### src/rtl/mem_stage.sv
// Memory-access pipeline stage: turns LB/LH/LW(U) and SB/SH/SW into byte-serial RAM
// transfers and presents load results / pass-through ALU results on registered write-back outputs.
module mem_stage (
    input  logic        clk,
    input  logic        rst,
    input  logic        mem_valid,
    input  logic [3:0]  mem_op,
    input  logic [4:0]  mem_waddr,
    input  logic        mem_we,
    input  logic [31:0] mem_wdata,
    input  logic [31:0] mem_addr,
    input  logic [31:0] mem_sdata,
    output logic        ram_req,
    output logic        ram_rw,
    output logic [31:0] ram_addr,
    output logic [7:0]  ram_wdata,
    input  logic [7:0]  ram_rdata,
    input  logic        ram_ack,
    output logic [4:0]  wb_waddr,
    output logic        wb_we,
    output logic [31:0] wb_wdata,
    output logic        stall_req
);

    localparam int unsigned XW = 32;
    localparam int unsigned RW = 5;
    localparam int unsigned OW = 4;
    localparam int unsigned CW = 2;

    localparam logic [OW-1:0] OP_LB  = OW'(1);
    localparam logic [OW-1:0] OP_LH  = OW'(2);
    localparam logic [OW-1:0] OP_LBU = OW'(4);
    localparam logic [OW-1:0] OP_LHU = OW'(5);
    localparam logic [OW-1:0] OP_SB  = OW'(6);
    localparam logic [OW-1:0] OP_SH  = OW'(7);
    localparam logic [OW-1:0] OP_SW  = OW'(8);

    typedef enum logic [1:0] {IDLE, XFER, DONE} state_t;

    state_t        state_q, state_d;
    logic [CW-1:0] cnt_q, cnt_d, last_q, last_d;
    logic [OW-1:0] op_q, op_d;
    logic [XW-1:0] addr_q, addr_d, sdata_q, sdata_d, lbuf_q, lbuf_d;
    logic [RW-1:0] waddr_q, waddr_d, wb_waddr_d;
    logic          we_q, we_d, wb_we_d;
    logic [XW-1:0] wb_wdata_d;

    logic          in_ls, store_q;
    logic [CW-1:0] in_last;
    logic [4:0]    bsel;
    logic [XW-1:0] raw, ext;

    // Decode of the incoming op and of the latched op.
    always_comb begin
        in_ls   = (mem_op >= OP_LB) && (mem_op <= OP_SW);
        store_q = (op_q == OP_SB) || (op_q == OP_SH) || (op_q == OP_SW);
        case (mem_op)
            OP_LB, OP_LBU, OP_SB: in_last = CW'(0);
            OP_LH, OP_LHU, OP_SH: in_last = CW'(1);
            default:              in_last = CW'(3);
        endcase
    end

    // Load assembly: buffered bytes plus the byte arriving this cycle, then extension.
    always_comb begin
        bsel = {cnt_q, 3'b000};
        raw  = lbuf_q;
        raw[bsel +: 8] = ram_rdata;
        case (op_q)
            OP_LB:   ext = {{24{raw[7]}}, raw[7:0]};
            OP_LH:   ext = {{16{raw[15]}}, raw[15:0]};
            OP_LBU:  ext = {24'h000000, raw[7:0]};
            OP_LHU:  ext = {16'h0000, raw[15:0]};
            default: ext = raw;
        endcase
    end

    // Next-state and output logic.
    always_comb begin
        state_d    = state_q;
        cnt_d      = cnt_q;
        last_d     = last_q;
        op_d       = op_q;
        addr_d     = addr_q;
        sdata_d    = sdata_q;
        lbuf_d     = lbuf_q;
        waddr_d    = waddr_q;
        we_d       = we_q;
        wb_waddr_d = wb_waddr;
        wb_we_d    = wb_we;
        wb_wdata_d = wb_wdata;
        ram_req    = 1'b0;
        ram_rw     = 1'b0;
        ram_addr   = '0;
        ram_wdata  = '0;
        stall_req  = 1'b0;

        case (state_q)
            IDLE: begin
                wb_we_d = 1'b0;
                if (mem_valid) begin
                    if (in_ls) begin
                        op_d      = mem_op;
                        addr_d    = mem_addr;
                        sdata_d   = mem_sdata;
                        waddr_d   = mem_waddr;
                        we_d      = mem_we;
                        last_d    = in_last;
                        cnt_d     = '0;
                        lbuf_d    = '0;
                        state_d   = XFER;
                        stall_req = 1'b1;
                    end else begin
                        wb_waddr_d = mem_waddr;
                        wb_we_d    = mem_we;
                        wb_wdata_d = mem_wdata;
                    end
                end
            end
            XFER: begin
                ram_req   = 1'b1;
                ram_rw    = store_q;
                ram_addr  = addr_q + XW'(cnt_q);
                ram_wdata = sdata_q[bsel +: 8];
                stall_req = 1'b1;
                if (ram_ack) begin
                    if (cnt_q != last_q) begin
                        if (!store_q) lbuf_d = raw;
                        cnt_d = cnt_q + CW'(1);
                    end else begin
                        state_d = DONE;
                        if (store_q) begin
                            wb_we_d = 1'b0;
                        end else begin
                            wb_waddr_d = waddr_q;
                            wb_we_d    = we_q;
                            wb_wdata_d = ext;
                        end
                    end
                end
            end
            DONE: begin
                wb_we_d = 1'b0;
                state_d = IDLE;
            end
            default: state_d = IDLE;
        endcase

        // Stall must drop the instant reset asserts, even with a request on the inputs.
        if (!rst) stall_req = 1'b0;
    end

    // State and write-back registers.
    always_ff @(posedge clk or negedge rst) begin
        if (!rst) begin
            state_q  <= IDLE;
            cnt_q    <= '0;
            last_q   <= '0;
            op_q     <= '0;
            addr_q   <= '0;
            sdata_q  <= '0;
            lbuf_q   <= '0;
            waddr_q  <= '0;
            we_q     <= 1'b0;
            wb_waddr <= '0;
            wb_we    <= 1'b0;
            wb_wdata <= '0;
        end else begin
            state_q  <= state_d;
            cnt_q    <= cnt_d;
            last_q   <= last_d;
            op_q     <= op_d;
            addr_q   <= addr_d;
            sdata_q  <= sdata_d;
            lbuf_q   <= lbuf_d;
            waddr_q  <= waddr_d;
            we_q     <= we_d;
            wb_waddr <= wb_waddr_d;
            wb_we    <= wb_we_d;
            wb_wdata <= wb_wdata_d;
        end
    end

endmodule

### config.mk
export PLATFORM = sky130hd
export DESIGN_NAME = mem_stage
export DESIGN_NICKNAME = d
export VERILOG_FILES = /design/src/rtl/mem_stage.sv
export SDC_FILE = /design/constraint.sdc
export NUM_CORES = 1
export LEC_CHECK = 0
export ABC_AREA = 1
export BUFFER_PORTS_ARGS = -buffer_cell sky130_fd_sc_hd__buf_2
export CORE_ASPECT_RATIO = 1.4
export CORE_MARGIN = 5
export CORE_UTILIZATION = 49
export DETAILED_ROUTE_END_ITERATION = 16
export PLACE_DENSITY_LB_ADDON = 0.12
export SYNTH_ARGS = -nofsm -noshare
export SYNTH_HDL_FRONTEND = slang
export SYNTH_SLANG_ARGS = --single-unit
export TNS_END_PERCENT = 100
### constraint.sdc
create_clock -name clk -period 2.25 [get_ports clk]
set_input_delay 0.225 -clock clk [delete_from_list [all_inputs] [get_ports clk]]
set_output_delay 0.225 -clock clk [all_outputs]
set_load 0.02 [all_outputs]
Word level (Yosys, flattened, before mapping)

Index checks and enable logic that the tools add are counted.

Equal/unequal tests: 23
Reduce and logical (&&, ||, !) cells: 14
Add/sub/neg operators: 3
Magnitude comparators: 2
Shift-type cells: 3
Multiplexer cells: 45

Operators with widths:

| kind                                                                   | count |
|---|---|
| 32-bit 2-to-1 mux                                                      | 11 |
| 32-bit one-hot mux with 2 select lines                                 | 2 |
| 32-bit one-hot mux with 4 select lines                                 | 1 |
| 32-bit by 2-bit adder with 32-bit output                               | 1 |
| 32-bit bitwise mux                                                     | 1 |
| 4-bit by 3-bit == test with 1-bit output, second input constant        | 8 |
| 8-bit by 7-bit variable shift with 32-bit output, first input constant | 1 |
| 32-bit by 6-bit indexed part select with 8-bit output                  | 1 |
| 8-bit by 7-bit indexed part select with 32-bit output                  | 1 |
| 5-bit 2-to-1 mux                                                       | 5 |
| 2-bit 2-to-1 mux                                                       | 8 |
| 2-bit inequality test, second input constant                           | 7 |
| 2-bit one-hot mux with 2 select lines                                  | 3 |
| 6-bit AND reduction                                                    | 2 |
| 1-bit 2-to-1 mux                                                       | 10 |
| 5-bit one-hot mux with 2 select lines                                  | 1 |
| 4-bit by 1-bit == test with 1-bit output, second input constant        | 2 |
| 4-bit by 2-bit == test with 1-bit output, second input constant        | 2 |
| 8-bit 2-to-1 mux                                                       | 1 |
| 5-bit negator with 7-bit output                                        | 1 |
| 3-bit AND reduction                                                    | 2 |
| 3-bit OR reduction                                                     | 2 |
| 5-bit AND reduction                                                    | 1 |
| 4-bit == test, second input constant                                   | 1 |
| other kinds (14)                                                       | 15 |

Word-level logic and storage cells: 102
Register bits after elaboration: 150
Bits of input ports: 118

Longest topological paths before layout

Word-level depth: 8
Mapped depth: 14
Mapped depth without buffers: 11

Worst setup path after synthesis

No wires, ideal clock.

Path type: flip-flop to flip-flop
Start point: register cnt_q[0]
End point: register wb_wdata[16]
Stages on the path, launching flop included: 14
Clock period less this slack: 2.332 ns
Buffers on the path: 3
Required time: 2.127 ns
Library setup time: 0.123 ns
Setup slack: -0.082 ns
Data arrival time: 2.209 ns
Path through: dfrtp_1 > inv_1 > clkbuf_1 > clkbuf_1 > ha_1 > inv_2 > nor2_4 > nand2_1 > o21bai_1 > nand3_1 > nand2_1 > buf_4 > o21ai_0 > nand2_1

Longest elaborated chain between the ends: 8

Ends and longest elaborated chain:

| what                                                                                                                      | line | text |
|---|---|---|
| start, declared                                                                                                           | 41   | `logic [CW-1:0] cnt_q, cnt_d, last_q, last_d;` |
| start signal, assigned                                                                                                    | 170  | `cnt_q <= cnt_d;` |
| 5-bit negator with 7-bit output                                                                                           | 68   | `raw[bsel +: 8] = ram_rdata;` |
| 8-bit by 7-bit indexed part select with 32-bit output or 8-bit by 7-bit variable shift with 32-bit output (tied branches) | 68   |  |
| 32-bit bitwise mux                                                                                                        | 68   |  |
| 32-bit one-hot mux with 4 select lines                                                                                    | 69   | `case (op_q)` |
| 32-bit 2-to-1 mux                                                                                                         | 132  | `if (store_q) begin` |
| 32-bit 2-to-1 mux                                                                                                         | 127  | `if (cnt_q != last_q) begin` |
| 32-bit 2-to-1 mux                                                                                                         | 126  | `if (ram_ack) begin` |
| 32-bit one-hot mux with 2 select lines                                                                                    | 98   | `case (state_q)` |
| end signal, assigned                                                                                                      | 180  | `wb_wdata <= wb_wdata_d;` |
| end, declared                                                                                                             | 21   | `output logic [31:0] wb_wdata,` |

Several ways; a longest one is shown, not always the timed one. The select of a mux whose other input is x is not followed.
A chain may end at the register's enable or synchronous reset.

Worst setup path in the final report

Start point: register cnt_q[0]
End point: output port ram_addr[24]

Longest elaborated chain between the ends: 2

Ends and longest elaborated chain:

| what                                     | line | text |
|---|---|---|
| 32-bit by 2-bit adder with 32-bit output | 123  | `ram_addr = addr_q + XW'(cnt_q);` |
| 32-bit 2-to-1 mux                        | 98   |  |
| end, declared                            | 15   | `output logic [31:0] ram_addr,` |

Every way passes these cells.

==> results by group <==
Status
  • Status: finished, violations left
  • Failing checks: setup timing

Routing
  • Post-route DRC: 0
  • Via density: between 5 and 6
  • Final wirelength: roughly 27,000 um
  • TritonRoute pass-1 iters: 6
  • Vias: just under 9,000
  • Final ANT Viol Nets: 0
  • 1st-iter DRT viols: between 700 and 800
  • Post-DR wirelength/cell: 15.85 um

Logic synthesis
  • Xor/xnor share of the synthesized area: 0.01453
  • Simple-gate share of the synthesized area: 0.3771
  • EDFF count, synth: 0
  • Ys flop type: dfrtp_1
  • Register area share after synthesis: 0.4448
  • Synthesized Nets: 1,342
  • Ys async rst share: 1.000
  • Cells after synthesis: around 1,200
  • Post-Syn Area: ~8400 um^2
  • Largest family of logic cells by synthesized area: simple AND/OR/NAND/NOR gates
  • Compound-Gate Fraction of Synth Area: 0.08244
  • Syn_area_per_cell: 6.956 um^2
  • Mux cell area share after synthesis: 0
  • #FFs+latches synth: 150
  • Synth Area in Adders: 0.01720
  • Yosys cell types: 32
  • Syn. warnings: 0

Cells and area
  • Commonest cells after routing, fill and taps aside: nand2_1 (472), buf_2 (173), dfrtp_1 (143), nor2_1 (133), nand3_1 (82)
  • Number of diodes: 0
  • Share of cells above drive strength 1: 0.2478
  • Area growth syn-to-layout: 34.34%
  • Area occupied by multi-input gates: ~4500 um^2
  • Nets: ~1,600
  • FF+latch area: between 3000 and 4000 um^2
  • FILL cells: 1,487
  • Final instance area: 11,340 um^2
  • Final instance count without filler cells: between 1,500 and 2,000
  • Commonest non-fill, non-tap cell in the layout: nand2_1

Floorplan
  • Initial Utilization: 0.5018
  • # IOs: slightly below 200
  • Core area: around 17,000 um^2
  • Die Ht: ~170 um
  • Die width: about 120 um
  • Die footprint: 19,980 um^2
  • Row count: 56

Clocking
  • Worst-Skew Late Latency: between 0.4 and 0.5 ns
  • H-tree Lvls: 4
  • Max clock buf depth: 2
  • TritonCTS buffer count: 17
  • # clock sinks: 150
  • CTS clk-pin slew, worst paths: ~0.060 ns
  • Root buffer cell: clkbuf_16
  • TritonCTS clock tree: done

Place
  • Placed Area: about 9800 um^2
  • GPL Wtd Cong: roughly 0.9
  • Post-DP HPWL: roughly 18,000 um
  • Buffers on Ports: approximately 200
  • DP Cell Count: 1,590
  • DP Worst Slack: approximately 0.13 ns

Global routing
  • First-pass GRT wire length: about 42,000 um
  • Initial antenna violation count: 0
  • Aggregate global routing overflow: 0
  • Largest net degree at the start of global routing: 75
  • Vias in the first global route: ~8,700
  • GRT Total Usage: 0.2638

Timing
  • Crit path time final: between 2 and 2.5 ns
  • Hold Violations, Final: 0
  • Setup repair after global routing missed its margin: true
  • # setup viols final: 26
  • Max-slew violations: 0
  • Period utilization: 1.085
  • Final hold slack: between 0.009 and 0.01 ns
  • Worst-Margin Slew: between 0.5 and 0.6 ns
  • Normalized max-slew margin: 0.6488
  • Setup TNS: -2.748 ns
  • Clock skew: 0.009989 ns
  • Worst setup margin: -0.1916 ns
  • Fmax: slightly above 400 MHz

Worst setup path
  • Slowest stage delay, CP: about 0.38 ns
  • Top Family by Delay on Critical Path: adder cells
  • CP Data Required Time: roughly 2 ns
  • Crit path buf inv count: 3
  • CP startpoint: cnt_q[0]
  • Worst path slowest cell: dfrtp_1
  • CP cell instances: ha_2 -> fa_2 -> nand2_4 -> nor2_4 -> nand2_2 -> buf_6 -> inv_4 -> nand2_2 -> xor2_1 -> nor2_1 -> buf_4
  • Worst Path Arrival: 2.22 ns
  • Crit end category: output port
  • Setup Crit Path Kind: reg2out
  • Reg2reg start: state_q[0]
  • Worst Path Max Fanout: 4
  • Critical Path Start Type: flop
  • Most used cell, CP: nand2_2

Power and ir drop
  • Pwr/cell area: between 1000 and 1500 nW/um^2
  • Static Leakage: approximately 5.9 nW
  • Maximum vdd drop: around 0.67 mV

Run
  • Max Cap Viol: 0

Min path
  • Hold_sp: mem_addr[18]
  • Hold crit path type: in2reg
## sequential cells by signal (all words and copies together) (netlist names)
register / cells
wb_wdata: 32
last_q: 2
waddr_q: 5
wb_we: 1
we_q: 1
state_q: 2
lbuf_q: 32
sdata_q: 32
op_q: 4
cnt_q: 2
addr_q: 32
wb_waddr: 5
## cell families (layout without fill, tap and decap cells)
| logic type | Yosys count | in the layout |
|---|---|---|
| flip-flops | 150 | 150 |
| AO/OA/AOI/OAI | 130 | 130 |
| AND/OR/NAND/NOR | 777 | 777 |
| adder cells (fa/ha/maj) | 11 | 11 |
| XOR/XNOR | 14 | 14 |
| buffers and inverters | 131 | 391 |
## stage by stage
| step | util | power, mW |
|---|---|---|
| 2_1_floorplan | - | 9.130 |
| 3_3_place_gp | 0.5801 | 11.33 |
| 3_5_place_dp | 0.5801 | 11.44 |
| 4_1_cts | 0.6527 | 14.72 |
| 5_1_grt | 0.6741 | 16.23 |
| 6_report | 0.6741 | 15.11 |
## cell usage after synthesis, types with 2 or more instances
cell type	number	area share
nand3_1	82	0.049
a21oi_1	21	0.012
xor2_1	12	0.012
o21ai_1	10	0.0059
inv_1	68	0.030
dfrtp_1	150	0.44
nor2_1	150	0.067
inv_2	7	0.0031
buf_4	6	0.0053
o21a_1	9	0.0080
nand3b_1	28	0.025
nand2_2	2	0.0015
a31oi_1	4	0.0030
nor2_2	3	0.0022
o21ai_0	82	0.049
nor3_1	14	0.0083
nand4_1	6	0.0044
ha_1	10	0.015
clkbuf_1	23	0.010
buf_1	6	0.0027
buf_2	20	0.012
nand2_1	489	0.22
xnor2_1	2	0.0021
## worst min-delay path, cell delays in order
cell,delay (ns)
buf_2,0.07
nand2_1,0.04
nand2_1,0.06
## layout make-up
cell class	instances	area share
clock buffers	18	0.03786
flip-flops and latches	150	0.3319
multi-input cells	932	0.3936
repair buffers	283	0.1727
clock inverters	14	0.01534
inverters	76	0.02616
well taps	203	0.02241
## layer usage
metal	global-route usage	routed length, um	up-vias
met4	0.1026	778	0
met3	0.05213	1452	57
met2	0.4774	13900	302
met1	0.3063	10440	4046
met5	0	0	-
li1	-	-	4328
## report_power, final
group | leakage (nW) | total, mW | internal, mW | switching, mW
clock | 0.283 | 2.94 | 1.75 | 1.19
combinational | 3.69 | 7.52 | 2.65 | 4.86
sequential | 1.88 | 4.66 | 3.83 | 0.831
## timing repair
action | CTS | global route
cloned | 1 | 1
buffers inserted | 6 | 13
hold buffers | 33 | 0
pin swaps | 18 | 24
gates resized for setup | 77 | 63
endpoints found under the hold margin | 67 | 0
setup endpoints to repair | 30 | 66
## worst paths after layout
| check | depth (start not counted) | endpoint | slack (ns) |
|---|---|---|---|
| worst max-delay path | 11 | ram_addr[24] | -0.19 |
| worst min-delay path | 3 | addr_q[18] | 0.009 |
| worst max register to register | 10 | sdata_q[14] | 0.13 |
| worst min register to register | 2 | lbuf_q[20] | 0.47 |
| max in group asynchronous | 3 | addr_q[7] | 1.11 |
| min in group asynchronous | 2 | state_q[0] | 0.27 |
(Power assumes the default switching activity.)
